==> src/rtl/gcd_pkg.sv <==
// gcd_pkg: types shared by the GCD family of blocks.
//   gcd_state_e : control state encoding (IDLE, STRIP, REDUCE, SHIFT, DONE)
package gcd_pkg;

  typedef enum logic [2:0] {
    IDLE   = 3'd0,
    STRIP  = 3'd1,
    REDUCE = 3'd2,
    SHIFT  = 3'd3,
    DONE   = 3'd4
  } gcd_state_e;

endpackage

==> src/rtl/gcd_stein_step.sv <==
// gcd_stein_step: combinational single step of the binary (Stein) GCD datapath.
// Ports:
//   state_i, a_i, b_i, k_i : current control state and working values
//   state_nxt_c            : next control state (only work states are advanced)
//   a_nxt_c, b_nxt_c       : next working operands
//   k_nxt_c                : next common power-of-two count
//   gcd_c                  : a_i << k_i, the result once a_i == b_i
module gcd_stein_step
  import gcd_pkg::*;
#(
  parameter int unsigned WIDTH = 16,
  parameter int unsigned KW    = $clog2(WIDTH)
) (
  input  gcd_state_e       state_i,
  input  logic [WIDTH-1:0] a_i,
  input  logic [WIDTH-1:0] b_i,
  input  logic [KW-1:0]    k_i,
  output gcd_state_e       state_nxt_c,
  output logic [WIDTH-1:0] a_nxt_c,
  output logic [WIDTH-1:0] b_nxt_c,
  output logic [KW-1:0]    k_nxt_c,
  output logic [WIDTH-1:0] gcd_c
);

  // Restore the stripped common factor of two; fits because gcd <= min operand.
  assign gcd_c = WIDTH'(a_i << k_i);

  // Next working values for the three work states.
  always_comb begin
    state_nxt_c = state_i;
    a_nxt_c     = a_i;
    b_nxt_c     = b_i;
    k_nxt_c     = k_i;
    unique case (state_i)
      STRIP: begin
        if (!a_i[0] && !b_i[0]) begin
          a_nxt_c = a_i >> 1;
          b_nxt_c = b_i >> 1;
          k_nxt_c = k_i + KW'(1);
        end else begin
          state_nxt_c = REDUCE;
        end
      end
      REDUCE: begin
        // Both odd before subtracting, so the difference is even and the
        // shift loses nothing; subtraction only runs with minuend larger.
        if (!a_i[0]) begin
          a_nxt_c = a_i >> 1;
        end else if (!b_i[0]) begin
          b_nxt_c = b_i >> 1;
        end else if (a_i == b_i) begin
          state_nxt_c = SHIFT;
        end else if (a_i > b_i) begin
          a_nxt_c = WIDTH'(a_i - b_i) >> 1;
        end else begin
          b_nxt_c = WIDTH'(b_i - a_i) >> 1;
        end
      end
      SHIFT: begin
        state_nxt_c = DONE;
      end
      default: begin
      end
    endcase
  end

endmodule

==> src/rtl/gcd_stein.sv <==
// gcd_stein: binary (Stein) GCD of two WIDTH-bit unsigned operands with
// valid/ready handshakes and a per-result work-cycle count.
// Ports:
//   clk, rst              : clock, asynchronous active-high reset
//   in_valid/in_ready     : operand handshake, in_a/in_b operands
//   out_valid/out_ready   : result handshake
//   out_gcd               : gcd(a, b)
//   out_zero              : at least one operand was zero
//   out_cycles            : cycles spent in STRIP+REDUCE+SHIFT
module gcd_stein
  import gcd_pkg::*;
#(
  parameter  int unsigned WIDTH = 16,
  localparam int unsigned CNT_W = $clog2(2*WIDTH+2)
) (
  input  logic             clk,
  input  logic             rst,
  input  logic             in_valid,
  output logic             in_ready,
  input  logic [WIDTH-1:0] in_a,
  input  logic [WIDTH-1:0] in_b,
  output logic             out_valid,
  input  logic             out_ready,
  output logic [WIDTH-1:0] out_gcd,
  output logic             out_zero,
  output logic [CNT_W-1:0] out_cycles
);

  localparam int unsigned KW = $clog2(WIDTH);

  gcd_state_e       state_q, state_d;
  logic [WIDTH-1:0] a_q, a_d;
  logic [WIDTH-1:0] b_q, b_d;
  logic [KW-1:0]    k_q, k_d;
  logic [CNT_W-1:0] cnt_q, cnt_d;
  logic [WIDTH-1:0] gcd_q, gcd_d;
  logic             zero_q, zero_d;
  logic             in_ready_q, in_ready_d;
  logic             out_valid_q, out_valid_d;

  gcd_state_e       step_state_c;
  logic [WIDTH-1:0] step_a_c;
  logic [WIDTH-1:0] step_b_c;
  logic [KW-1:0]    step_k_c;
  logic [WIDTH-1:0] step_gcd_c;

  gcd_stein_step #(
    .WIDTH (WIDTH),
    .KW    (KW)
  ) u_step (
    .state_i     (state_q),
    .a_i         (a_q),
    .b_i         (b_q),
    .k_i         (k_q),
    .state_nxt_c (step_state_c),
    .a_nxt_c     (step_a_c),
    .b_nxt_c     (step_b_c),
    .k_nxt_c     (step_k_c),
    .gcd_c       (step_gcd_c)
  );

  // Handshake control and next-state selection.
  always_comb begin
    state_d = state_q;
    a_d     = a_q;
    b_d     = b_q;
    k_d     = k_q;
    cnt_d   = cnt_q;
    gcd_d   = gcd_q;
    zero_d  = zero_q;
    unique case (state_q)
      IDLE: begin
        if (in_valid) begin
          a_d   = in_a;
          b_d   = in_b;
          k_d   = '0;
          cnt_d = '0;
          // A zero operand short-circuits: gcd is the other operand.
          if (in_a == '0 || in_b == '0) begin
            state_d = DONE;
            gcd_d   = in_a | in_b;
            zero_d  = 1'b1;
          end else begin
            state_d = STRIP;
            zero_d  = 1'b0;
          end
        end
      end
      STRIP, REDUCE, SHIFT: begin
        state_d = step_state_c;
        a_d     = step_a_c;
        b_d     = step_b_c;
        k_d     = step_k_c;
        cnt_d   = cnt_q + CNT_W'(1);
        if (state_q == SHIFT) begin
          gcd_d = step_gcd_c;
        end
      end
      DONE: begin
        if (out_ready) begin
          state_d = IDLE;
        end
      end
      default: begin
        state_d = IDLE;
      end
    endcase
    // Handshake flags are registered copies of the next-state decode.
    in_ready_d  = (state_d == IDLE);
    out_valid_d = (state_d == DONE);
  end

  // State and datapath registers.
  always_ff @(posedge clk or posedge rst) begin
    if (rst) begin
      state_q     <= IDLE;
      a_q         <= '0;
      b_q         <= '0;
      k_q         <= '0;
      cnt_q       <= '0;
      gcd_q       <= '0;
      zero_q      <= 1'b0;
      in_ready_q  <= 1'b1;
      out_valid_q <= 1'b0;
    end else begin
      state_q     <= state_d;
      a_q         <= a_d;
      b_q         <= b_d;
      k_q         <= k_d;
      cnt_q       <= cnt_d;
      gcd_q       <= gcd_d;
      zero_q      <= zero_d;
      in_ready_q  <= in_ready_d;
      out_valid_q <= out_valid_d;
    end
  end

  assign in_ready   = in_ready_q;
  assign out_valid  = out_valid_q;
  assign out_gcd    = gcd_q;
  assign out_zero   = zero_q;
  assign out_cycles = cnt_q;

endmodule

==> config.mk <==
export PLATFORM = sky130hd
export DESIGN_NAME = gcd_stein
export DESIGN_NICKNAME = d
export VERILOG_FILES = /design/src/rtl/gcd_pkg.sv /design/src/rtl/gcd_stein_step.sv /design/src/rtl/gcd_stein.sv
export SDC_FILE = /design/constraint.sdc
export NUM_CORES = 1
export LEC_CHECK = 0
export ABC_AREA = 1
export CAP_MARGIN = 25
export CORE_UTILIZATION = 55
export DETAILED_ROUTE_END_ITERATION = 7
export GPL_TIMING_DRIVEN = 0
export HOLD_SLACK_MARGIN = 0.08
export PLACE_DENSITY = 0.77
export SYNTH_ARGS = -nofsm -noshare
export SYNTH_HDL_FRONTEND = slang
export SYNTH_SLANG_ARGS = --single-unit
==> constraint.sdc <==
create_clock -name clk -period 2.6 [get_ports clk]
set_input_delay 0.52 -clock clk [delete_from_list [all_inputs] [get_ports clk]]
set_output_delay 0.52 -clock clk [all_outputs]
set_load 0.05 [all_outputs]
After elaboration in Yosys (flattened, before gate mapping). Cells that the tools add are included.

Add/sub/neg operators: 4. Muxes and demuxes: 36. Bitwise gates (word level): 1. Order comparisons: 1. Equality and inequality tests: 19. Shifts and indexed selects: 1. Reduce and logical (&&, ||, !) cells: 18.

Operator list (count): $mux 16 (15); $pmux 16 s2 (5); $logic_not 16->1 (2); $sub 16x16->16 (2); $mux 3 (7); $pmux 3 s3 (2); $eq 16x16->1 (1); $gt 16x16->1 (1); $ne 4x4->1 const B (4); $or 16x16->16 (1); $shl 16x4->16 (1); $reduce_and 7->1 (2); $mux 4 (3); $pmux 6 s2 (1); $reduce_and 4->1 (3); $pmux 4 s2 (1); $add 6x1->6 const B (1); $eq 3x2->1 const B (2); $eq 3x3->1 const B (2); $logic_not 3->1 (2); $mux 6 (1); $ne 2x2->1 const B (3); $reduce_and 5->1 (1); $add 4x1->4 const B (1); 13 further kinds (16).

Output and inout bits: 25. Register bits after elaboration: 64. Word-level logic and storage cells: 91. Bits of input ports: 36.

Logic depth before layout (Yosys ltp). Gate-level depths: netlist of run 1.

Depth in word-level cells: 7. Depth in mapped cells: 18. Depth with buffers taken out: 18.

Cells and area by module. A second synthesis of run 1 with hierarchy kept.

Cell total of the unflattened synthesis: 1147. Area total of the unflattened synthesis: 7036.7 um^2.

Modules (own cells, without submodules): gcd_stein_step (seq. area each 0.0 um^2, area an instance 3950.0 um^2, cells an instance 767, instances 1); gcd_stein (seq. area each 1602.8 um^2, area an instance 3086.7 um^2, cells an instance 380, instances 1).

Least setup slack after synthesis of run 1. No wires, ideal clock.

Path type: register -> register. Start: register a_q[0]. End: register b_q[7]. Arrival: 2.159 ns. Data required time: 2.477 ns. Stages on the path, launching flop included: 17. Library setup time: 0.123 ns. Buffers on the path: 1. Slack: 0.318 ns. Clock period less this slack: 2.282 ns. Path through: dfrtp_1 -> inv_1 -> ha_1 -> fa_1 -> inv_1 -> nand3_1 -> nand2_1 -> nand2_1 -> nand2_2 -> nand2_4 -> nand2_4 -> o21ai_2 -> nand2_2 -> inv_4 -> buf_6 -> nor2_1 -> a21oi_2.

Cells in the longest elaborated chain, start to end: 7. Elaborated cells between the ends (all ways): 16. Classes of those cells: add/sub: 1; order compare: 1; eq/ne: 5; mux: 6; reduce/logical: 3.

Ends and longest elaborated chain: start: declaration (line gcd_stein.sv:32) `logic [WIDTH-1:0] a_q, a_d;`; start signal: assignment (line gcd_stein.sv:117) `a_q <= '0;`; start signal: assignment (line gcd_stein.sv:127) `a_q <= a_d;`; $sub 16x16->16 (line gcd_stein_step.sv:56) `b_nxt_c = WIDTH'(b_i - a_i) >> 1;`; $mux 16 (line gcd_stein_step.sv:53) `end else if (a_i > b_i) begin`; $mux 16 (line gcd_stein_step.sv:51) `end else if (a_i == b_i) begin`; $mux 16 (line gcd_stein_step.sv:49) `end else if (!b_i[0]) begin`; $mux 16 (line gcd_stein_step.sv:47) `if (!a_i[0]) begin`; $pmux 16 s2 (line gcd_stein_step.sv:34) `unique case (state_i)`; $pmux 16 s2 (line gcd_stein.sv:71) `unique case (state_q)`; end signal: assignment (line gcd_stein.sv:118) `b_q <= '0;`; end signal: assignment (line gcd_stein.sv:128) `b_q <= b_d;`; end: declaration (line gcd_stein.sv:33) `logic [WIDTH-1:0] b_q, b_d;`.

Several ways; a longest one is shown, not always the timed one. The select of a mux whose other input is x is not followed. A chain may end at the register's enable or synchronous reset.

Final worst setup path of run 1.
Start: register a_q[10]. End: register b_q[0].

Cells in the longest elaborated chain, start to end: 7. Elaborated cells between the ends (all ways): 8. Classes of those cells: order compare: 1; eq/ne: 1; mux: 6.

Ends and longest elaborated chain (line): $gt 16x16->1 (gcd_stein_step.sv:53); $mux 16 (gcd_stein_step.sv:53); $mux 16 * (gcd_stein_step.sv:51); $mux 16 * (gcd_stein_step.sv:49); $mux 16 * (gcd_stein_step.sv:47); $pmux 16 s2 * (gcd_stein_step.sv:34); $pmux 16 s2 * (gcd_stein.sv:71).

Mark *: on every way between the ends. The rest lies on a longest branch, timed or not. The select of a mux whose other input is x is not followed.

==> summary.md, run 1 <==
| Metric | Value |
|---|---|
| Worst path required time | `2.83 ns` |
| Post-synth EDFFs | `0` |
| Hold Fails Final Rpt | `0` |
| Setup crit end kind | `flop` |
| Cts bufs inserted | `9` |
| I/O Buffers | `60` |
| Die W | `between 100 and 150 um` |
| Die Y | `107 um` |
| Startpoint Class | `flop` |
| FP Rows | `38` |
| Pin slew with the least headroom to its limit | `0.679 ns` |
| GR Overflow Total | `0` |
| Clk_lat worst skew | `0.37 ns` |
| Final setup fails | `0` |
| Final worst path period need | `2.48 ns` |
| Sequential cell area fraction in the yosys report | `0.264` |
| Ys Warns | `0` |
| Pins over their slew limit | `0` |
| Clock slew at reported path FFs | `0.08 ns` |
| Ant diodes | `0` |
| Final wirelength | `19100 um` |
| Ys async rst share | `1.00` |
| Max Clk Rate | `404 MHz` |
| Max-Cap Viols | `0` |
| CTS tree | `done` |
| Worst reg2reg setup slack | `0.12 ns` |
| Syn_area_per_cell | `6.34 um^2` |
| # hold bufs at CTS | `0` |
| Post-Synthesis Cells | `958` |
| Post-Syn Nets | `1030` |
| #FFs+latches synth | `64` |
| Area Growth Syn to Fin | `17.4%` |
| Period utilisation layout | `0.952` |
| Initial antenna violation count | `0` |
| Largest area contributor in the netlist | `dfrtp_1` |
| Dpl hpwl | `about 15000 um` |
| Longest Clk Path Bufs | `2` |
| Status | `finished clean` |
| Core area | `approximately 11000 um^2` |
| Worst Path Max Fanout | `9` |
| Initial DRC Count | `623` |
| Ranking of synthesized cells by area | `dfrtp_1, nand2_1, inv_1` |
| H-tree depth | `3` |
| Clock Skew | `about 0.012 ns` |
| HP Class | `flop to flop` |
| Worst rel slew slack | `0.543` |
| Initial core utilization | `0.563` |
| DR top layer | `met4` |
| Wl on met1 | `8250 um` |
| Share of cells above drive strength 1 | `0.0954` |
| Synth cell types | `between 50 and 60` |
| Setup CP Type | `flop to flop` |
| Reg2reg path depth | `13` |
| Routed length on met3 | `1760 um` |
| DRT Pass-1 Iters | `7` |
| Routability cong. | `1.00` |
| DR vias | `about 6700` |
| Drt drc | `0` |
| Clk root buf | `clkbuf_8` |
| Number of global-route vias before repair | `6101` |
| Top Ports | `61` |
| DR vias/cell | `5.65` |
| Synth cell count leaders | `nand2_1, inv_1, nor2_1` |
| Synth top area share | `0.259` |
| RSZ-0062 raised after global routing | `no` |
| Routed Antenna Nets | `0` |
| Most common cell in the netlist | `nand2_1` |
| First-pass GRT wire length | `31000 um` |
| GR Util All Layers | `0.356` |
| WHS | `around 0.52 ns` |
| Synth Cell Area | `6080 um^2` |
| Nets@finish | `1105` |
| Metal2 WL | `8610 um` |
| Hold path cells | `1` |
| Worst Path Arrival | `2.71 ns` |
| Die ar. | `11500 um^2` |
| Drt wl/cell | `16.2 um` |
| Sink Count | `64` |
| Synth Flop Type | `dfrtp_1` |
| Largest net degree at the start of global routing | `36` |
==> through the flow <==
step,cells,utilization,setup WS (ns),TNS [ns],instance area [um^2]
2_1_floorplan,958,-,0.318,0,6080
6_report,1178,0.661,0.125,0,7130
4_1_cts,1176,0.658,0.0396,0,7100
3_3_place_gp,1158,0.635,-0.713,-46.20,6850
5_1_grt,1178,0.661,0.00634,0,7130
3_5_place_dp,1159,0.637,-0.304,-2.07,6870
==> worst max-delay path, stage by stage, from the launching register on <==
cell and delay (ns):
dfrtp_1 0.42, inv_1 0.10, ha_1 0.31, buf_6 0.14, nand2_4 0.10, inv_1 0.05, nand2_1 0.07, nand2_2 0.07
a21oi_4 0.23, nand4_4 0.24, o21ai_0 0.31, o21ai_0 0.13, nand2_1 0.07, o21ai_0 0.09
==> path summary, 6_finish.rpt <==
kind / start / to
worst max register to register: a_q[10] / b_q[0]
worst min register to register: state_q[2] / out_valid
max in group asynchronous: rst / out_gcd[14]
worst max-delay path: a_q[10] / b_q[0]
min in group asynchronous: rst / out_cycles[3]
worst min-delay path: state_q[2] / out_valid
==> routing by layer <==
layer,vias to the layer above,GRT usage
met3,45,0.0657
li1,3221,-
met5,-,0
met1,3069,0.488
met4,0,0.127
met2,317,0.559
==> placed cells by master (no fill, tap or decap), types with 3 or more instances in the layout <==
master | synthesis | final
ha_1 | 34 | 32
nor2_2 | 3 | 4
inv_1 | 116 | 113
a41oi_1 | 6 | 6
buf_4 | 2 | 5
nor2_1 | 97 | 95
o211ai_1 | 3 | 3
clkinv_2 | 1 | 4
xor2_1 | 10 | 10
nand2_4 | 6 | 7
clkdlybuf4s50_1 | 0 | 60
nand2_1 | 324 | 324
mux2i_1 | 4 | 4
nor2_4 | 5 | 6
buf_2 | 10 | 10
o21ai_0 | 51 | 51
nor3_1 | 5 | 5
clkbuf_8 | 0 | 9
xnor2_1 | 5 | 5
buf_6 | 7 | 7
a21boi_1 | 4 | 4
nand2_2 | 9 | 8
o22ai_1 | 8 | 8
a21oi_1 | 51 | 51
nand3_1 | 45 | 44
clkbuf_1 | 12 | 13
nand4_1 | 9 | 9
dfrtp_1 | 63 | 62
a21oi_2 | 7 | 7
a31oi_1 | 13 | 13
inv_2 | 9 | 12
nand3_2 | 3 | 4
o21ai_1 | 12 | 12
==> cell families after synthesis <==
family          share of synthesized area
simple gates                        0.359
compound gates                      0.162
mux                               0.00659
fa+ha+maj                          0.0766
flops                               0.264
xor+xnor                           0.0216
buf+inv                             0.111
==> layout make-up <==
class                   count  area [um^2]
clock inverters             6         83.8
flip-flops and latches     64         1600
multi-input cells         735         3830
plain buffers              32          193
clock buffers              10          128
repair buffers             64          643
well taps                 140          175
fillers                  1026         3660
inverters                 127          480
==> timing repair <==
item / CTS / global route
resized for setup: 3 / 8
endpoints found under the setup margin: 27 / 30
endpoints found under the hold margin: 0 / 0
pin swaps: 0 / 2
setup buffers: 1 / 2
==> registers in the layout, indices dropped and copies added, names as in the netlist <==
register	flops
a_q	16
out_gcd	16
k_q	4
out_zero	1
in_ready	1
out_valid	1
b_q	16
out_cycles	6
state_q	3
Power of run 1 is left out: the tool's default activity adds up to more than one toggle a clock period on the data nets, which glitch-free logic cannot reach.
==> run 2: changes to the inputs <==
REMOVE_ABC_BUFFERS = 1   (was unset)
clock period = 2.49 ns   (was 2.6 ns; I/O delays follow)
==> run 2 against run 1 <==
Non-clock buffer count fell by 24. Sequential share of layout area is 0.099 points lower. Worst hold slack worse by 0.023 ns. Wire length down 0.45%. Setup slack lost 0.092 ns. Register-to-register slack worse by 0.09 ns. Die area did not move. Clock skew decreased by 0.0031 ns.
==> summary.md, run 2 (synthesized netlist as in run 1, its figures left out) <==
| Metric | Value |
|---|---|
| Period utilisation layout | `0.987 (was 0.952)` |
| GR Overflow Total | `0 (unchanged)` |
| Die Y | `107 um (unchanged)` |
| Worst reg2reg setup slack | `0.03 ns (was 0.12 ns)` |
| Max-Cap Viols | `0 (unchanged)` |
| RSZ-0062 raised after global routing | `yes (was no)` |
| Cts bufs inserted | `9 (unchanged)` |
| First-pass GRT wire length | `29600 um (was 31000 um)` |
| Worst path max stage delay | `0.36 ns (was 0.42 ns)` |
| Startpoint Class | `flop (unchanged)` |
| R2R Path Start | `a_q[0] (was a_q[10])` |
| Top cell by count, worst path | `nand2_2 (was o21ai_0)` |
| CP delay by family, top | `simple AND/OR/NAND/NOR gates (was compound AO/OA/AOI/OAI gates)` |
| Final setup fails | `0 (unchanged)` |
| Core area | `10800 um^2 (unchanged)` |
| Die ar. | `11500 um^2 (unchanged)` |
| I/O Buffers | `60 (unchanged)` |
| Initial DRC Count | `567 (was 623)` |
| Clock slew at reported path FFs | `0.08 ns (about the same)` |
| R2R Path End | `a_q[12] (was b_q[0])` |
| Ant diodes | `0 (unchanged)` |
| Clock Skew | `0.00856 ns (was 0.0117 ns)` |
| Clk_lat worst skew | `0.36 ns (was 0.37 ns)` |
| Most common cell after layout, fill and taps aside | `nand2_1 (unchanged)` |
| WHS | `0.502 ns (was 0.524 ns)` |
| Clk root buf | `clkbuf_8 (unchanged)` |
| FP Rows | `38 (unchanged)` |
| Setup CP Type | `flop to flop (unchanged)` |
| GR Util All Layers | `0.337 (was 0.356)` |
| Pins over their slew limit | `0 (unchanged)` |
| Final worst path period need | `2.46 ns (was 2.48 ns)` |
| FILL cells | `979 (was 1026)` |
| Top Ports | `61 (unchanged)` |
| Nets@finish | `1086 (was 1105)` |
| Buf/Inv on CP | `2 (was 3)` |
| Dpl cells | `1127 (was 1159)` |
| Setup crit end kind | `flop (unchanged)` |
| Worst path depth | `15 (was 13)` |
| Hold Fails Final Rpt | `0 (unchanged)` |
| Routability cong. | `0.944 (was 1.00)` |
| Crit. Startpoint | `a_q[0] (was a_q[10])` |
| Status | `finished clean (unchanged)` |
| Commonest cells after routing, fill and taps aside | `nand2_1, inv_1, nor2_1 (unchanged)` |
| Die W | `107 um (unchanged)` |
| Initial antenna violation count | `0 (unchanged)` |
| Final wirelength | `19100 um (about the same)` |
| Worst rel slew slack | `0.535 (was 0.543)` |
| Slowest library cell on the worst path | `dfrtp_1 (unchanged)` |
| Dpl hpwl | `14000 um (was 15400 um)` |
| Critical Path Sink | `a_q[12] (was b_q[0])` |
| Fin cells | `1159 (was 1178)` |
| DR vias | `6477 (was 6652)` |
| Worst Path Arrival | `2.73 ns (was 2.71 ns)` |
| DRT Pass-1 Iters | `5 (was 7)` |
| Reg2reg path depth | `15 (was 13)` |
| Worst path required time | `2.77 ns (was 2.83 ns)` |
| CTS tree | `done (unchanged)` |
| Share of cells above drive strength 1 | `0.114 (was 0.0954)` |
| Routed Antenna Nets | `0 (unchanged)` |
| H-tree depth | `3 (unchanged)` |
| Pin slew with the least headroom to its limit | `0.692 ns (was 0.679 ns)` |
| Drt wl/cell | `16.4 um (was 16.2 um)` |
| HP Class | `input port to async pin (was flop to flop)` |
| # hold bufs at CTS | `0 (unchanged)` |
| Largest net degree at the start of global routing | `47 (was 36)` |
| Sink Count | `64 (unchanged)` |
| TNS Setup | `0 ns (unchanged)` |
| Area Growth Syn to Fin | `18.3% (was 17.4%)` |
| Max Clk Rate | `407 MHz (was 404 MHz)` |
| Cell chain of the critical path | `inv_2 -> ha_2 -> fa_2 -> inv_2 -> nand3_1 -> nand2_2 -> nand2_1 -> nand2_2 -> nand2_4 -> nand2_4 -> nand2_2 -> nand3_4 -> nand3_4 -> nand2_2 -> a21boi_2 (was inv_1 -> ha_1 -> buf_6 -> nand2_4 -> inv_1 -> nand2_1 -> nand2_2 -> a21oi_4 -> nand4_4 -> o21ai_0 -> o21ai_0 -> nand2_1 -> o21ai_0)` |
| Initial core utilization | `0.563 (unchanged)` |
| Worst Path Max Fanout | `7 (was 9)` |
| Number of global-route vias before repair | `5952 (was 6101)` |
| Longest Clk Path Bufs | `2 (unchanged)` |
| Drt drc | `0 (unchanged)` |
| DR vias/cell | `5.59 (was 5.65)` |
-- run 2: cell count changes in the layout (fill, tap and decap cells not counted), sizes merged, moves of 2 or more --
cell and delta:
nand3 +2, clkinvlp +3, clkbuf -12, buf -12
-- run 2: final cells by class --
cell class              instances  area (um^2)  share of cell area
flip-flops and latches         64         1610               0.224
repair inverters                2         13.8             0.00191
multi-input cells             738         3970               0.552
inverters                     127          509              0.0708
clock inverters                 6         68.8             0.00957
repair buffers                 72          703              0.0978
well taps                     140          175              0.0244
clock buffers                  10          138              0.0191
-- run 2: how the worst min path moves through the flow --
| stage | from | end | slack (ns) | cells past startpoint |
|---|---|---|---|---|
| floorplan | state_q[2] | out_valid | 0.49 | 1 |
| global placement | out_zero | out_zero | 0.50 | 2 |
| detailed placement | out_zero | out_zero | 0.51 | 2 |
| CTS | rst | out_gcd[12] | 0.51 | 2 |
| global route | rst | out_gcd[12] | 0.54 | 2 |
| finish | rst | out_gcd[12] | 0.50 | 2 |
-- run 2: timing repair --
item | in CTS | in global routing
buffers inserted | 4 | 7
pin swaps | 1 | 4
gates resized for setup | 22 | 31
hold endpoints to repair | 0 | 0
setup endpoints to repair | 48 | 47
cloned | 4 | 1
-- run 2: layer usage --
| layer | global-route usage | part of all wire |
|---|---|---|
| met5 | 0 | 0 |
| met4 | 0.124 | 0.032 |
| met3 | 0.0644 | 0.069 |
| met1 | 0.450 | 0.44 |
| met2 | 0.541 | 0.46 |
-- run 2: through the flow --
| stage | area [um^2] | setup slack (ns) | utilization |
|---|---|---|---|
| 2_1_floorplan | 5880 | 0.0603 | - |
| 3_3_place_gp | 6660 | -0.839 | 0.617 |
| 3_5_place_dp | 6680 | -0.872 | 0.619 |
| 4_1_cts | 7030 | 0.00221 | 0.651 |
| 5_1_grt | 7190 | -0.0610 | 0.666 |
| 6_report | 7190 | 0.0332 | 0.666 |
Power of run 2 is left out for the same reason.
